### src/rtl/sdes_cbc_stream_ctrl.sv
`default_nettype none
// ============================================================================
// Module  : sdes_cbc_stream_ctrl
// Brief   : Valid/ready byte-stream wrapper around a combinational S-DES core
//           with CBC chaining (define CBC_MODE_EN) or plain ECB (default).
// Revision: 1.0 - initial release
// ============================================================================
module sdes_cbc_stream_ctrl #(
    parameter int          WAIT_CYCLES = 1,
    parameter logic [7:0]  IV_DEFAULT  = 8'h00
) (
    input  logic        clk,
    input  logic        rst_n,
    input  logic [9:0]  key_in,
    input  logic        key_load,
    input  logic [7:0]  iv_in,
    input  logic        iv_load,
    input  logic [7:0]  in_data,
    input  logic        in_encrypt,
    input  logic        in_valid,
    output logic        in_ready,
    output logic [7:0]  out_data,
    output logic        out_valid,
    input  logic        out_ready,
    output logic [7:0]  core_plaintext,
    output logic [9:0]  core_key,
    output logic        core_encrypt,
    input  logic [7:0]  core_ciphertext,
    output logic        busy
);

    localparam int                 c_cnt_w    = (WAIT_CYCLES > 1) ? $clog2(WAIT_CYCLES) : 1;
    localparam logic [c_cnt_w-1:0] c_cnt_load = c_cnt_w'(WAIT_CYCLES - 1);

    typedef enum logic [1:0] {
        S_IDLE   = 2'd0,
        S_WAIT   = 2'd1,
        S_OUTPUT = 2'd2
    } state_t;

    state_t               r_state;
    state_t               w_state_nxt;
    logic [9:0]           r_key;
    logic [7:0]           r_chain;
    logic [7:0]           r_byte;
    logic                 r_enc;
    logic [7:0]           r_pt;
    logic [c_cnt_w-1:0]   r_cnt;
    logic [7:0]           r_out_data;
    logic                 r_out_valid;

    logic                 w_idle;
    logic                 w_accept;
    logic                 w_capture;
    logic                 w_release;
    logic [7:0]           w_pt_nxt;
    logic [7:0]           w_out_nxt;

    assign w_idle    = (r_state == S_IDLE);
    assign in_ready  = w_idle && !key_load && !iv_load;
    assign w_accept  = in_valid && in_ready;
    assign w_capture = (r_state == S_WAIT) && (r_cnt == '0);
    assign w_release = (r_state == S_OUTPUT) && r_out_valid && out_ready;

`ifdef CBC_MODE_EN
    assign w_pt_nxt  = in_encrypt ? (in_data ^ r_chain) : in_data;
    assign w_out_nxt = r_enc ? core_ciphertext : (core_ciphertext ^ r_chain);
`else
    // ECB build still maintains the chain register but never consumes it.
    logic w_chain_unused;
    assign w_chain_unused = ^r_chain;
    assign w_pt_nxt       = in_data;
    assign w_out_nxt      = core_ciphertext;
`endif

    always_ff @(posedge clk or negedge rst_n) begin
        if (!rst_n) begin
            r_state <= S_IDLE;
        end else begin
            r_state <= w_state_nxt;
        end
    end

    always_comb begin
        w_state_nxt = r_state;
        case (r_state)
            S_IDLE:   if (w_accept)  w_state_nxt = S_WAIT;
            S_WAIT:   if (w_capture) w_state_nxt = S_OUTPUT;
            S_OUTPUT: if (w_release) w_state_nxt = S_IDLE;
            default:                 w_state_nxt = S_IDLE;
        endcase
    end

    always_ff @(posedge clk or negedge rst_n) begin
        if (!rst_n) begin
            r_key       <= '0;
            r_chain     <= IV_DEFAULT;
            r_byte      <= '0;
            r_enc       <= 1'b0;
            r_pt        <= '0;
            r_cnt       <= '0;
            r_out_data  <= '0;
            r_out_valid <= 1'b0;
        end else begin
            // Config loads and the data accept are mutually exclusive via in_ready.
            if (w_idle && key_load) r_key   <= key_in;
            if (w_idle && iv_load)  r_chain <= iv_in;
            if (w_accept) begin
                r_byte <= in_data;
                r_enc  <= in_encrypt;
                r_pt   <= w_pt_nxt;
                r_cnt  <= c_cnt_load;
            end
            if (r_state == S_WAIT && r_cnt != '0) begin
                r_cnt <= r_cnt - 1'b1;
            end
            if (w_capture) begin
                r_out_data  <= w_out_nxt;
                r_out_valid <= 1'b1;
                r_chain     <= r_enc ? core_ciphertext : r_byte;
            end
            if (w_release) r_out_valid <= 1'b0;
        end
    end

    assign out_data       = r_out_data;
    assign out_valid      = r_out_valid;
    assign core_plaintext = r_pt;
    assign core_key       = r_key;
    assign core_encrypt   = r_enc;
    assign busy           = !w_idle;

endmodule
`default_nettype wire

### config.mk
export PLATFORM = sky130hd
export DESIGN_NAME = sdes_cbc_stream_ctrl
export DESIGN_NICKNAME = d
export VERILOG_FILES = /design/src/rtl/sdes_cbc_stream_ctrl.sv
export SDC_FILE = /design/constraint.sdc
export NUM_CORES = 1
export LEC_CHECK = 0
export ABC_AREA = 1
export BUFFER_PORTS_ARGS = -buffer_cell sky130_fd_sc_hd__clkbuf_2
export CAP_MARGIN = 20
export CELL_PAD_IN_SITES_DETAIL_PLACEMENT = 0
export CELL_PAD_IN_SITES_GLOBAL_PLACEMENT = 1
export CORE_MARGIN = 2
export CORE_UTILIZATION = 30
export DETAILED_ROUTE_END_ITERATION = 10
export PLACE_DENSITY_LB_ADDON = 0.1
export SETUP_SLACK_MARGIN = 0.1
export SYNTH_ARGS = -nofsm -noshare
export SYNTH_HDL_FRONTEND = slang
export SYNTH_SLANG_ARGS = --single-unit
### constraint.sdc
create_clock -name clk -period 1.1 [get_ports clk]
set_input_delay 0.055 -clock clk [delete_from_list [all_inputs] [get_ports clk]]
set_output_delay 0.055 -clock clk [all_outputs]
set_load 0.05 [all_outputs]
Yosys cells after proc, flatten, opt, wreduce, memory -nomap -nowiden
Cells that the tools add are included.
{ "op_classes": {"mux": 8, "bitwise_logic": 1, "eq_ne": 5, "add_sub_neg": 1, "reduce_logical": 15} }
{ "ops": {"columns": ["operator", "count"], "rows": [
  ["logical AND 1 bit", 8],
  ["two-way mux 2 bit", 3],
  ["case mux 2 bit (3 select lines)", 1],
  ["two-way mux 1 bit", 4],
  ["inequality test 2 bit, second input constant", 2],
  ["nonzero test 2 bit", 2],
  ["zero test 1 bit", 3],
  ["AND reduction 3 bit", 1],
  ["== test 2 x 1 -> 1 bit, second input constant", 1],
  ["== test 2 bit, second input constant", 1],
  ["zero test 2 bit", 1],
  ["inequality test 2 x 1 -> 1 bit, second input constant", 1],
  ["NOT 1 bit", 1],
  ["subtractor 1 bit, second input constant", 1]
]} }
{ "word_totals": {"regBits": 31, "input_bits": 41, "word_cells": 37, "output_inout_bits": 30} }

Logic depth before layout (Yosys ltp)
{ "depth": {"depth_word": 6, "depth_mapped": 6, "mapped_depth_nobuf": 5} }

Least setup slack after synthesis
OpenSTA, ideal clock, no wires.
{ "synth_timing": {"path_type": "register to output", "from": "register r_state[0]", "to": "output in_ready", "required_time_ns": 1.045, "stages_incl_launch_ff": 5, "path_buffers": 1, "t_arrival_ns": 2.027, "setup_slack_ns": -0.982, "path_cell_list": "dfrtp_1 > nor2_2 > buf_4 > inv_1 > nor3_1"} }
{ "synth_between": {"elab_chain_len": 3} }
{ "synth_lines": {"columns": ["item", "line_no", "rtl"], "rows": [
  ["start: declaration", "41", "state_t r_state;"],
  ["start signal: assignment", "80", "r_state <= w_state_nxt;"],
  ["zero test 2 bit", "59", "assign w_idle = (r_state == S_IDLE);"],
  ["logical AND 1 bit (2 in a row)", "60", "assign in_ready = w_idle && !key_load && !iv_load;"],
  ["end: declaration", "21", "output logic in_ready,"]
]} }
Every way passes these cells.

Worst setup path after layout
Same ends and word-level chain as after synthesis.

==> reports/results.ini <==
[place]
placed_area_um2=1670
hpwl_mm=2.35
dp_slack_ns=-0.105
io_buffer_count=62
place.gp.congestion=0.684

[status]
outcome=finished, violations left
violations=setup timing

[critical_path]
crit_fanout=2
r2r-end=core_plaintext[6]
regToRegSetupSlack_ns=-0.07
arrival_ns=1.16
required_ns=1.04
regToRegStartpoint=r_state[0]
reg2regPathDepth=6
end_kind=primary output
worstSetupPathType=reg -> out
start_kind=flop

[synthesis]
yosysMostFrequentCell=nand2_1
yosysTopAreaCellShare_pct=61.3
ys_ff_latch=31
async_reset_ff_share_pct=100
ys_types=17
synth_cells=139
synth_edf_count=0
synthFlopType=dfrtp_1
seq_area_frac_synth_pct=61.3
avgSynthCellArea_um2=9.10
synth_commonest_cells=60 x nand2_1, 31 x dfrtp_1, 18 x nand3_1, 9 x nand4_1
ys_warn_count=0
yosysTopAreaCell=dfrtp_1
syn_area_um2=1260
synth_nets=180
synth_area_leaders=dfrtp_1 61%, nand2_1 18%, nand3_1 7.1%

[route]
ant_nets=0
wl_per_cell_um=12.3
drt-total-wl_mm=3.46
drc=0
drt_iter0_drc=40
drt_first_pass_iters=4
vias=1260
vias_per_cell=4.48

[power]
ir_drop_mv=1.45
power.density_nw_per_um2=3270
total_power_uw=6940
leakagePower_uw=0.00115

[flow_run]
cap_violations=0

[cts]
numClockSinks=31
path_clk_slew_ns=0.06
cts_tree=built
h-tree-depth=2
cts-root-buf=clkbuf_8
insertion_delay_ns=0.28
cts_buffers=5
clock_path_buffers=2

[floorplanning]
fp-row-count=23
dieHeight_um=68.9
die_area_um2=4750
die_x_um=68.9
start_util_pct=31.4
core-area_um2=4030
io_pins=71

[min_path]
holdPathEnd=core_key[2]
min_path_type=in -> reg
hp-start=key_in[2]
min_path_cells=3

[layout]
drive_gt1_share_pct=45.5
fin_nets=271
antennaDiodeCount=0
syn_to_final_growth_pct=68.0
final_cell_area_um2=2120

[timing]
finClkSkew_ns=0.00168
fmax_ghz=0.820
setup_viol=22
slew_headroom_pct=79.6
drv_slew=0
fin_ws_ns=-0.120
worst_slew_pin_slew_ns=0.305
finalWorstPathRequiredPeriod_ns=1.22
rsz0062_at_grt=yes
final-hold-violation-count=0
fin_crit_sh_pct=111

[global_routing]
grt_max_degree=15
grt.overflow.total=0
grt_pass1_vias=1151
grt_usage_pct=15.5
antenna_found_initial=0
grt_pass1_wl_mm=5.23

## worst max-delay path, cell delays in order, from the launching register on
cell and delay, ns:
dfrtp_1 0.41, nor2_4 0.13, inv_2 0.06, nor3_4 0.13
buf_8 0.17
## repair_timing
action	CTS	global route
pin swaps	7	6
cloned	2	3
endpoints found under the hold margin	41	0
resized for setup	19	47
setup buffers	2	2
hold buffers	11	0
endpoints found under the setup margin	23	53
## layout make-up
type                       count  area (um2)
tap                           50        62.6
timing repair buffer          88         617
clock buffer                   6        82.6
clock inverter                 2        35.0
inverter                       5        18.8
fill                         402        1900
sequential                    31         777
multi-input combinational     99         532
## state kept, by name (all words and copies together) (netlist names)
| register | flops |
|---|---|
| core_plaintext | 8 |
| r_state | 2 |
| core_key | 10 |
| core_encrypt | 1 |
| r_cnt | 1 |
| out_data | 8 |
| out_valid | 1 |
## placed cells by master (no fill, tap or decap), types with 2 or more instances in the layout
cell type	count
buf_2	16
buf_4	9
buf_6	3
buf_8	3
clkbuf_2	38
clkbuf_4	6
clkbuf_8	6
dfrtp_1	30
dlygate4sd3_1	11
inv_1	3
nand2_1	54
nand2_2	5
nand2_4	3
nand3_1	17
nand3_4	2
nand4_1	9
nor2_4	3
## cells by family (layout without fill, tap and decap cells)
group	Yosys count	count (layout)	synth area share, %
simple gates	95	97	33.3
flops	31	31	61.3
buf+inv	11	101	4.55
compound gates	2	2	0.791
## metal layers
metal | track usage (%) | vias up | routed length, um
met3 | 5.84 | 4 | 218
met2 | 24.5 | 39 | 1650
li1 | - | 638 | -
met1 | 19.6 | 579 | 1560
met4 | 5.15 | 0 | 38
met5 | 0 | - | 0
## power by group
group	total [uW]	internal [uW]	switching, uW
Combinational	3860	1140	2720
Clock	1140	732	411
Sequential	1940	1650	292
## stage by stage
stage	setup TNS, ns	std cells	hold slack [ns]	utilization (%)
global route	-2.64	281	0.00390	52.7
finish	-0.985	281	0.00604	52.7
global placement	-0.678	253	-0.0599	41.5
CTS	-0.412	276	0.00162	49.6
floorplan	-0.367	139	-0.241	-
detailed placement	-1.87	253	-0.0573	41.5
## worst max path at each step
| stage | to | cells after the start | startpoint | slack (ns) |
|---|---|---|---|---|
| 4_1_cts | in_ready | 4 | r_state[1] | -0.15 |
| 3_5_place_dp | core_key[9] | 4 | r_state[0] | -0.11 |
| 5_1_grt | in_ready | 4 | r_state[0] | -0.19 |
| 2_1_floorplan | in_ready | 4 | r_state[0] | -0.37 |
| 3_3_place_gp | in_ready | 4 | r_state[0] | -0.05 |
| 6_report | in_ready | 4 | r_state[0] | -0.12 |
No activity file was read; power rests on OpenSTA's default activity.
